===== src/rtl/dcm_pkg.sv =====
// ---------------------------------------------------------------------------
// dcm_pkg
// Shared constants and helpers for the programmable clock-enable generator.
//   PROG_W        : width of the clk_2 program value
//   CLK1_HALF_DEF : default clk_1 half-period in system clock cycles
//   h2Of()        : clk_2 half-period (in clk cycles) for a program value
// ---------------------------------------------------------------------------
package dcm_pkg;

    localparam int unsigned PROG_W        = 3;
    localparam int unsigned CLK1_HALF_DEF = 4;

    // clk_2 runs at clk_1's rate scaled down by (prog + 1), so its
    // half-period is that many clk_1 half-periods long.
    function automatic int unsigned h2Of(input logic [PROG_W-1:0] prog,
                                         input int unsigned       half);
        return half * (32'(prog) + 32'd1);
    endfunction

endpackage


===== src/rtl/dcm_half_divider.sv =====
// ---------------------------------------------------------------------------
// dcm_half_divider
// Toggle divider: q flips every (limit + 1) clock cycles, giving a 50% duty
// square wave with half-period limit + 1.
// Ports:
//   clk     : system clock
//   rst     : synchronous active-high reset (counter and q cleared)
//   restart : synchronous phase restart, same effect as rst
//   limit   : terminal count, half-period minus one
//   q       : registered divided output
// ---------------------------------------------------------------------------
module dcm_half_divider #(
    parameter int unsigned CNT_W = 5
) (
    input  logic             clk,
    input  logic             rst,
    input  logic             restart,
    input  logic [CNT_W-1:0] limit,
    output logic             q
);

    logic [CNT_W-1:0] r_cnt;
    logic             r_q;

    // Restart clears the count together with q, so a limit that shrinks
    // mid-count can never leave the counter stranded above the new limit.
    always_ff @(posedge clk) begin
        if (rst || restart) begin
            r_cnt <= '0;
            r_q   <= 1'b0;
        end else if (r_cnt == limit) begin
            r_cnt <= '0;
            r_q   <= ~r_q;
        end else begin
            r_cnt <= r_cnt + CNT_W'(1);
        end
    end

    assign q = r_q;

endmodule


===== src/rtl/dcm_clk_gen.sv =====
// ---------------------------------------------------------------------------
// dcm_clk_gen
// Generates a fixed-rate square wave (clk_1) and a programmable-rate square
// wave (clk_2) from the system clock. Both are registered data outputs, not
// clocks used inside this block.
// Ports:
//   clk      : system clock, everything on the rising edge
//   rst      : synchronous active-high reset, overrides update
//   update   : load strobe, captures prog_in and restarts clk_2 low
//   prog_in  : requested clk_2 divide setting
//   prog_out : currently active program value
//   clk_1    : clk / (2*CLK1_HALF), 50% duty
//   clk_2    : clk / (2*CLK1_HALF*(prog+1)), 50% duty
// ---------------------------------------------------------------------------
module dcm_clk_gen
    import dcm_pkg::*;
#(
    parameter int unsigned CLK1_HALF = CLK1_HALF_DEF
) (
    input  logic              clk,
    input  logic              rst,
    input  logic              update,
    input  logic [PROG_W-1:0] prog_in,
    output logic [PROG_W-1:0] prog_out,
    output logic              clk_1,
    output logic              clk_2
);

    // Wide enough for the longest clk_2 half-period minus one (prog = 7).
    localparam int unsigned CNT_W = $clog2(8 * CLK1_HALF);

    logic [PROG_W-1:0] r_prog;
    logic [CNT_W-1:0]  w_limit1;
    logic [CNT_W-1:0]  w_limit2;

    // Program register. It updates on the same edge that restarts the clk_2
    // divider, so prog_out always matches the half-period in use.
    always_ff @(posedge clk) begin
        if (rst) begin
            r_prog <= '0;
        end else if (update) begin
            r_prog <= prog_in;
        end
    end

    assign w_limit1 = CNT_W'(CLK1_HALF - 1);
    assign w_limit2 = CNT_W'(h2Of(r_prog, CLK1_HALF) - 32'd1);

    dcm_half_divider #(
        .CNT_W (CNT_W)
    ) u_div1 (
        .clk     (clk),
        .rst     (rst),
        .restart (1'b0),
        .limit   (w_limit1),
        .q       (clk_1)
    );

    dcm_half_divider #(
        .CNT_W (CNT_W)
    ) u_div2 (
        .clk     (clk),
        .rst     (rst),
        .restart (update),
        .limit   (w_limit2),
        .q       (clk_2)
    );

    assign prog_out = r_prog;

endmodule


===== config.mk =====
export PLATFORM = sky130hd
export DESIGN_NAME = dcm_clk_gen
export DESIGN_NICKNAME = d
export VERILOG_FILES = /design/src/rtl/dcm_pkg.sv /design/src/rtl/dcm_half_divider.sv /design/src/rtl/dcm_clk_gen.sv
export SDC_FILE = /design/constraint.sdc
export NUM_CORES = 1
export LEC_CHECK = 0
export ABC_AREA = 0
export BUFFER_PORTS_ARGS = -buffer_cell sky130_fd_sc_hd__buf_2
export CAP_MARGIN = 20
export CORE_AREA = 5 5 42 44
export CTS_CLUSTER_SIZE = 14
export DETAILED_ROUTE_END_ITERATION = 6
export DIE_AREA = 0 0 47 49
export PLACE_DENSITY = 0.76
export SLEW_MARGIN = 5
export SYNTH_ARGS = -nofsm -noshare
export SYNTH_HDL_FRONTEND = slang
export SYNTH_SLANG_ARGS = --single-unit

===== constraint.sdc =====
create_clock -name clk -period 2.25 [get_ports clk]
set_clock_uncertainty 0.2 [all_clocks]
set_input_delay 0.3375 -clock clk [delete_from_list [all_inputs] [get_ports clk]]
set_output_delay 0.3375 -clock clk [all_outputs]
set_load 0.05 [all_outputs]

Yosys cells after proc, flatten, opt, wreduce, memory -nomap -nowiden. Cells that the tools add are included.

Bits in registers: 15. Input port bits: 6. Output and inout bits: 5.

Add/sub/neg operators: 4. Equal/unequal tests: 2. Bitwise operators: 2. Reductions and logical operators: 3.

Operators by type and width (count): 5-bit by 1-bit adder with 5-bit output, second input constant (2); 5-bit by 2-bit == test with 1-bit output, second input constant (1); 5-bit == test (1); 5-bit by 1-bit subtractor with 5-bit output, second input constant (1); 2-bit OR reduction (2); 3-bit by 1-bit adder with 3-bit output, second input constant (1); 1-bit NOT (2); 1-bit logical OR (1).

Longest topological paths before layout. Gate-level depths: netlist (run 1).

Depth in word-level cells: 4. Mapped depth: 5.

Modules after synthesis. From an unflattened synthesis (run 1), not the netlist that was laid out.

Cells, all modules: 79. Area, all modules: 709.4 sq um.

By module, submodules not included: dcm_half_divider (times used 2, cells each 32, area each 284.0 sq um); dcm_clk_gen (times used 1, cells each 15, area each 141.4 sq um).

Worst setup path after synthesis (run 1). OpenSTA, ideal clock, no wires.

Path kind: reg-to-reg. From: reg r_prog[0], in the netlist prog_out[0]. To: reg u_div2.r_cnt[2]. Setup time: 0.129 ns. Arrival time: 1.721 ns. Data required time: 1.921 ns. Setup slack: 0.200 ns. Stages on the path, launching flop included: 6. Buffers on the path: 0. Path through: dfxtp_1 -> ha_1 -> xnor2_1 -> mux2i_1 -> o31ai_2 -> nor2_1.

Cells in the longest elaborated chain, start to end: 4.

RTL lines: start: declaration (RTL line dcm_clk_gen.sv:32) `logic [PROG_W-1:0] r_prog;`; start signal: assignment (RTL line dcm_clk_gen.sv:42) `r_prog <= prog_in;`; 3-bit by 1-bit adder with 3-bit output (RTL line dcm_pkg.sv:17) `return half * (32'(prog) + 32'd1);`; 5-bit by 1-bit subtractor with 5-bit output (RTL line dcm_clk_gen.sv:47) `assign w_limit2 = CNT_W'(h2Of(r_prog, CLK1_HALF) - 32'd1);`; 5-bit == test (RTL line dcm_half_divider.sv:31) `end else if (r_cnt == limit) begin`; 2-bit OR reduction (no source line); end signal: assignment (RTL line dcm_half_divider.sv:35) `r_cnt <= r_cnt + CNT_W'(1);`; end: declaration (RTL line dcm_half_divider.sv:22) `logic [CNT_W-1:0] r_cnt;`.

No other way between the ends. A chain may end at the register's enable or synchronous reset.

Worst setup path after layout (run 1). Ends and elaborated chain as after synthesis.

==> results of run 1 <==
-- worst max-delay path, stage by stage (launching register included) --
cell and delay, ps:
dfxtp_1 420, ha_1 270, xnor2_1 180, mux2i_1 150
o31ai_2 410, nor2_1 100
-- worst min path at each step --
stage               cells past startpoint  slack, ps         endpoint       startpoint
detailed placement                      1        250  u_div2.r_cnt[0]  u_div2.r_cnt[0]
CTS                                     3        100      prog_out[0]       prog_in[0]
global placement                        1        240  u_div2.r_cnt[0]  u_div2.r_cnt[0]
global route                            3        100      prog_out[0]       prog_in[0]
finish                                  3        100      prog_out[1]       prog_in[1]
floorplan                               1        220  u_div2.r_cnt[0]  u_div2.r_cnt[0]
-- sequential cells by signal, indices dropped and copies added, names as in the netlist --
register and cells:
prog_out 3, u_div1.q 1, u_div1.r_cnt 5, u_div2.q 1
u_div2.r_cnt 5
-- cell type report --
cell class / count / share of cell area
clock buffer: 4 / 0.0355
multi-input combinational: 47 / 0.454
timing repair buffer: 10 / 0.0676
tap: 16 / 0.0270
sequential: 15 / 0.405
inverter: 2 / 0.0101
-- kinds of logic after synthesis --
kind of cell,count (synthesis)
adders and majority gates,4
and+or+nand+nor,24
buffers and inverters,4
xor gates and xnor gates,10
DFF,15
AOI/OAI and AO/OA,5
muxes,4
-- routing by layer --
metal	global-route usage	wire, microns
met4	0.0415	14
met1	0.163	524
met5	0	0
met3	0.0332	64
met2	0.131	400
-- power by group --
group / internal [uW] / leakage, uW / total (uW) / switching [uW]
Combinational: 25.0 / 0.000190 / 64.7 / 39.6
Sequential: 277 / 0.000122 / 285 / 8.63
Clock: 68.6 / 0.0000150 / 148 / 79.2
-- metrics by stage --
stage	power (uW)	cells	instance area, sq um	setup WS (ps)	hold WS (ps)
6_report	498	94	741	413	99.1
3_5_place_dp	357	90	714	437	248
4_1_cts	503	94	741	407	99.6
2_1_floorplan	342	66	652	200	218
5_1_grt	530	94	741	287	100
3_3_place_gp	355	90	714	502	239
-- placed cells by master, fill, tap and decap left out, drive strengths merged, types with 2 or more instances in the layout --
master	Yosys	layout
clkbuf	2	4
nor2	13	13
nor3b	2	2
nand3	4	4
ha	4	4
inv	2	2
buf	0	10
xnor2	5	5
mux2i	4	4
dfxtp	15	15
xor2	5	5
==> results.sh, run 1 <==
export IMPL_reg2reg_depth=5
export IMPL_core_area_sq_um=1400
export IMPL_vias=462
export IMPL_r2r_end="u_div2.r_cnt[2]"
export IMPL_clk_latency_ps=270
export IMPL_syn_to_final_growth_pct=13.6
export IMPL_num_antenna_cells=0
export IMPL_fmax_mhz=544
export IMPL_rr_startpoint="prog_out[0]"
export IMPL_synth_flop_cell="dfxtp_1"
export IMPL_ys_seq_area_frac=0.461
export IMPL_start_util=0.465
export IMPL_dp_hpwl_microns=776
export IMPL_max_cap_viol_count=0
export IMPL_synth_largest_area_cell="dfxtp_1"
export IMPL_tightestPinTransition_ps=401
export IMPL_yosys_warnings=0
export IMPL_synth_distinct_cells=21
export IMPL_ir_worst_vdd_v=0.000439
export IMPL_regArea_sq_um=300
export IMPL_cts_sinks=15
export IMPL_synth_async_reset_ratio=0
export IMPL_critPathLaunch="prog_out[0]"
export IMPL_viasPerCell=4.91
export IMPL_netlist_instances=66
export IMPL_synth_cell_area_sq_um=652
export IMPL_rows=14
export IMPL_synth_top_area_frac=0.461
export IMPL_multi_input_comb_area_sq_um=337
export IMPL_dieArea_sq_um=2300
export IMPL_finalSetupTns_ps=0
export IMPL_powerDensity_nw_per_um2=672
export IMPL_hold_violations=0
export IMPL_synth_seq_cells=15
export IMPL_port_buffers=10
export IMPL_hold_buffers=0
export IMPL_antenna_found_initial=0
export IMPL_synth_compound_area_frac=0.0614
export IMPL_nets=89
export IMPL_end_kind="flip-flop"
export IMPL_drt_initial_drc_count=5
export IMPL_clkTransAtPathRegs_ps=90
export IMPL_p_leak_uw=0.000327
export IMPL_globalplace_congestion=0.695
export IMPL_path_class="reg2reg"
export IMPL_yosysMostFrequentCell="dfxtp_1"
export IMPL_synthXorXnorAreaFrac=0.134
export IMPL_maxSlewHeadroom=0.731
export IMPL_drtPass1Iterations=3
export IMPL_ios=11
export IMPL_period_minus_slack_ps=1840
export IMPL_muxShareOfSynthArea=0.0614
export IMPL_path_max_fanout=6
export IMPL_cts_root_buf="clkbuf_4"
export IMPL_grt_pass1_vias=431
export IMPL_post_route_util=0.529
export IMPL_synth_top_family_by_area="simple AND/OR/NAND/NOR gates"
export IMPL_critPathArrivalTime_ps=1790
export IMPL_cts_buffers=3
export IMPL_synthTopCellsByArea="dfxtp_1 (46%), ha_1 (7.7%), nor2_1 (7.5%)"
export IMPL_critPathCapture="u_div2.r_cnt[2]"
export IMPL_drive_gt1_frac=0.192
export IMPL_nFillCells=130
export IMPL_wire_per_inst_microns=10.7
export IMPL_min_period_over_period=0.816
export IMPL_grt_setup_unrepaired="no"
export IMPL_die_y_microns=49
export IMPL_drv_slew=0
export IMPL_r2r_setup_slack_ps=410
export IMPL_drc=0
export IMPL_hold_path_class="in2reg"
export IMPL_synth_common_cells="dfxtp_1 (15), nor2_1 (13), xnor2_1 (5), xor2_1 (5)"
export IMPL_die_w_microns=47
export IMPL_synth_simple_area_share=0.182
export IMPL_cts_tree="yes"
export IMPL_clockBufferDepth=2
export IMPL_cp_data_required_time_ps=2210
export IMPL_wirelength_microns=1000
export IMPL_synth_edf_count=0
export IMPL_synth_adder_area_share=0.0768
export IMPL_outcome="finished, final reports clean"
export IMPL_htreeDepth=1
export IMPL_grt_ovfl_total=0
export IMPL_cts_resized=0
export IMPL_ant_nets=0
export IMPL_synth_nets=76
export IMPL_track_usage=0.105
export IMPL_setup_viol=0
export IMPL_grt_pass1_wl_microns=1800
export IMPL_post_cts_setup_buffers=0
export IMPL_worstSetupStartpointType="flip-flop"
export IMPL_grt_max_degree=12
export IMPL_postSynthAreaPerCell_sq_um=9.88
Power figures use the tool's default switching activity.
==> inputs of run 2 (changes only) <==
Settings changed: CORE_AREA 5 5 42 44 to default, CORE_MARGIN from default to 5, CORE_UTILIZATION from default to 46, DIE_AREA 0 0 47 49 to default, PLACE_DENSITY 0.76 to 0.75.
Clock period 2.25 ns to 1.6 ns, I/O delays scaled along.
==> results.sh, run 2 (same netlist as run 1, synthesis figures left out) <==
export IMPL_num_antenna_cells=0
export IMPL_maxSlewHeadroom=0.729
export IMPL_drc=0
export IMPL_port_buffers=10
export IMPL_cts_sinks=15
export IMPL_hold_violations=0
export IMPL_drt_initial_drc_count=8
export IMPL_fmax_mhz=607
export IMPL_clockBufferDepth=2
export IMPL_cts_buffers=3
export IMPL_vias=500
export IMPL_path_class="reg2reg"
export IMPL_layout_common_cells="dfxtp_1 (13), nor2_1 (12), buf_2 (10), xor2_1 (5)"
export IMPL_final_common_cell="dfxtp_1"
export IMPL_grt_pass1_wl_microns=1860
export IMPL_powerDensity_nw_per_um2=881
export IMPL_start_util=0.495
export IMPL_syn_to_final_growth_pct=25.1
export IMPL_crit_slowest_cell="dfxtp_4"
export IMPL_globalplace_congestion=0.720
export IMPL_die_w_microns=47.6
export IMPL_track_usage=0.121
export IMPL_regArea_sq_um=308
export IMPL_p_sw_uw=190
export IMPL_htreeDepth=1
export IMPL_finalSetupTns_ps=-209
export IMPL_ant_nets=0
export IMPL_dp_hpwl_microns=853
export IMPL_ios=11
export IMPL_grt_pass1_vias=460
export IMPL_post_route_cell_area_sq_um=816
export IMPL_tightestPinTransition_ps=403
export IMPL_grt_setup_unrepaired="yes"
export IMPL_comb_power_share=0.155
export IMPL_drive_gt1_frac=0.305
export IMPL_path_delay_family="flip-flops"
export IMPL_end_kind="flip-flop"
export IMPL_critPathArrivalTime_ps=1610
export IMPL_setup_viol=6
export IMPL_clock_power_share=0.289
export IMPL_wirelength_microns=1100
export IMPL_dieArea_sq_um=2270
export IMPL_nFillCells=115
export IMPL_outcome="finished with violations"
export IMPL_clkTransAtPathRegs_ps=90
export IMPL_min_period_over_period=1.03
export IMPL_antenna_found_initial=0
export IMPL_cp_data_required_time_ps=1570
export IMPL_wire_per_inst_microns=11.4
export IMPL_cts_root_buf="clkbuf_4"
export IMPL_viasPerCell=5.15
export IMPL_period_minus_slack_ps=1650
export IMPL_p_leak_uw=0.000349
export IMPL_dpl_cell_area_sq_um=767
export IMPL_drv_slew=0
export IMPL_nets=93
export IMPL_drtPass1Iterations=4
export IMPL_violations="negative setup slack"
export IMPL_path_cells="ha_4 > xnor2_2 > mux2i_2 > o31ai_4 > nor2_1"
export IMPL_p_seq_frac=0.557
export IMPL_multi_input_comb_area_sq_um=372
export IMPL_rows=13
export IMPL_slowest_delay_ps=360
export IMPL_grt_max_degree=12
export IMPL_ir_worst_vdd_v=0.000452
export IMPL_hold_path_class="in2reg"
export IMPL_worstSetupStartpointType="flip-flop"
export IMPL_dp_cells=92
export IMPL_max_cap_viol_count=0
export IMPL_core_area_sq_um=1320
export IMPL_die_y_microns=47.6
export IMPL_clk_latency_ps=270
export IMPL_grt_ovfl_total=0
export IMPL_cts_tree="yes"
export IMPL_intPower_uw=529
export IMPL_path_buf_inv=0
export IMPL_final_cells=97
export IMPL_power_uw=718
export IMPL_path_max_fanout=5
export IMPL_layout_setup_ws_ps=-48.7
export IMPL_netSwitchingFraction=0.264
[run 2: cell count changes in the layout (fill, tap and decap cells not counted), sizes merged]
cell,change
buf,+3
clkbuf,-1
clkinv,+1
dlygate4sd3,+1
[run 2: final timing paths]
check | from | to | cells after the start | slack [ps]
max | prog_out[1] | u_div2.r_cnt[1] | 5 | -50
min | prog_in[1] | prog_out[1] | 3 | 7
max reg2reg | prog_out[1] | u_div2.r_cnt[1] | 5 | -50
min reg2reg | u_div2.r_cnt[0] | u_div2.r_cnt[0] | 1 | 250
[run 2: worst min-delay path, cell delays in order]
cell	delay [ps]
buf_2	80
mux2i_1	60
nor2_1	70
[run 2: per-layer routing]
metal / up-vias / part of all wire / global-route usage
met3: 2 / 0.070 / 0.0376
met5: - / 0 / 0
li1: 255 / - / -
met1: 231 / 0.46 / 0.134
met2: 12 / 0.46 / 0.198
met4: 0 / 0.015 / 0.0806
[run 2: timing repair]
action | in CTS | in global routing
pin swaps | 3 | 2
resized for setup | 2 | 0
setup buffers | 0 | 1
setup endpoints to repair | 6 | 6
hold buffers | 1 | 0
hold endpoints to repair | 1 | 0
[run 2: final cells by class]
cell class | instances | share of cell area
clock buffers | 3 | 0.0276
clock inverters | 1 | 0.00613
inverters | 2 | 0.00920
multi-input cells | 47 | 0.456
flip-flops and latches | 15 | 0.377
well taps | 15 | 0.0230
repair buffers | 14 | 0.101
[run 2: power groups by stage]
| stage | Combinational (uW) | Sequential [uW] | Clock, uW |
|---|---|---|---|
| floorplan | 57.9 | 431 | 0 |
| global placement | 105 | 409 | 0 |
| detailed placement | 106 | 410 | 0 |
| CTS | 110 | 401 | 220 |
| global route | 122 | 403 | 243 |
| finish | 111 | 400 | 207 |
[run 2: per-stage QoR]
stage                     utilization  hold slack, ps  setup WS, ps
after floorplan                     -             186          -118
after global placement          0.582             242         -35.2
after detailed placement        0.582             244         -69.9
after CTS                       0.613            8.97         -28.9
after global routing            0.619            5.86          -109
final                           0.619            6.82         -48.7
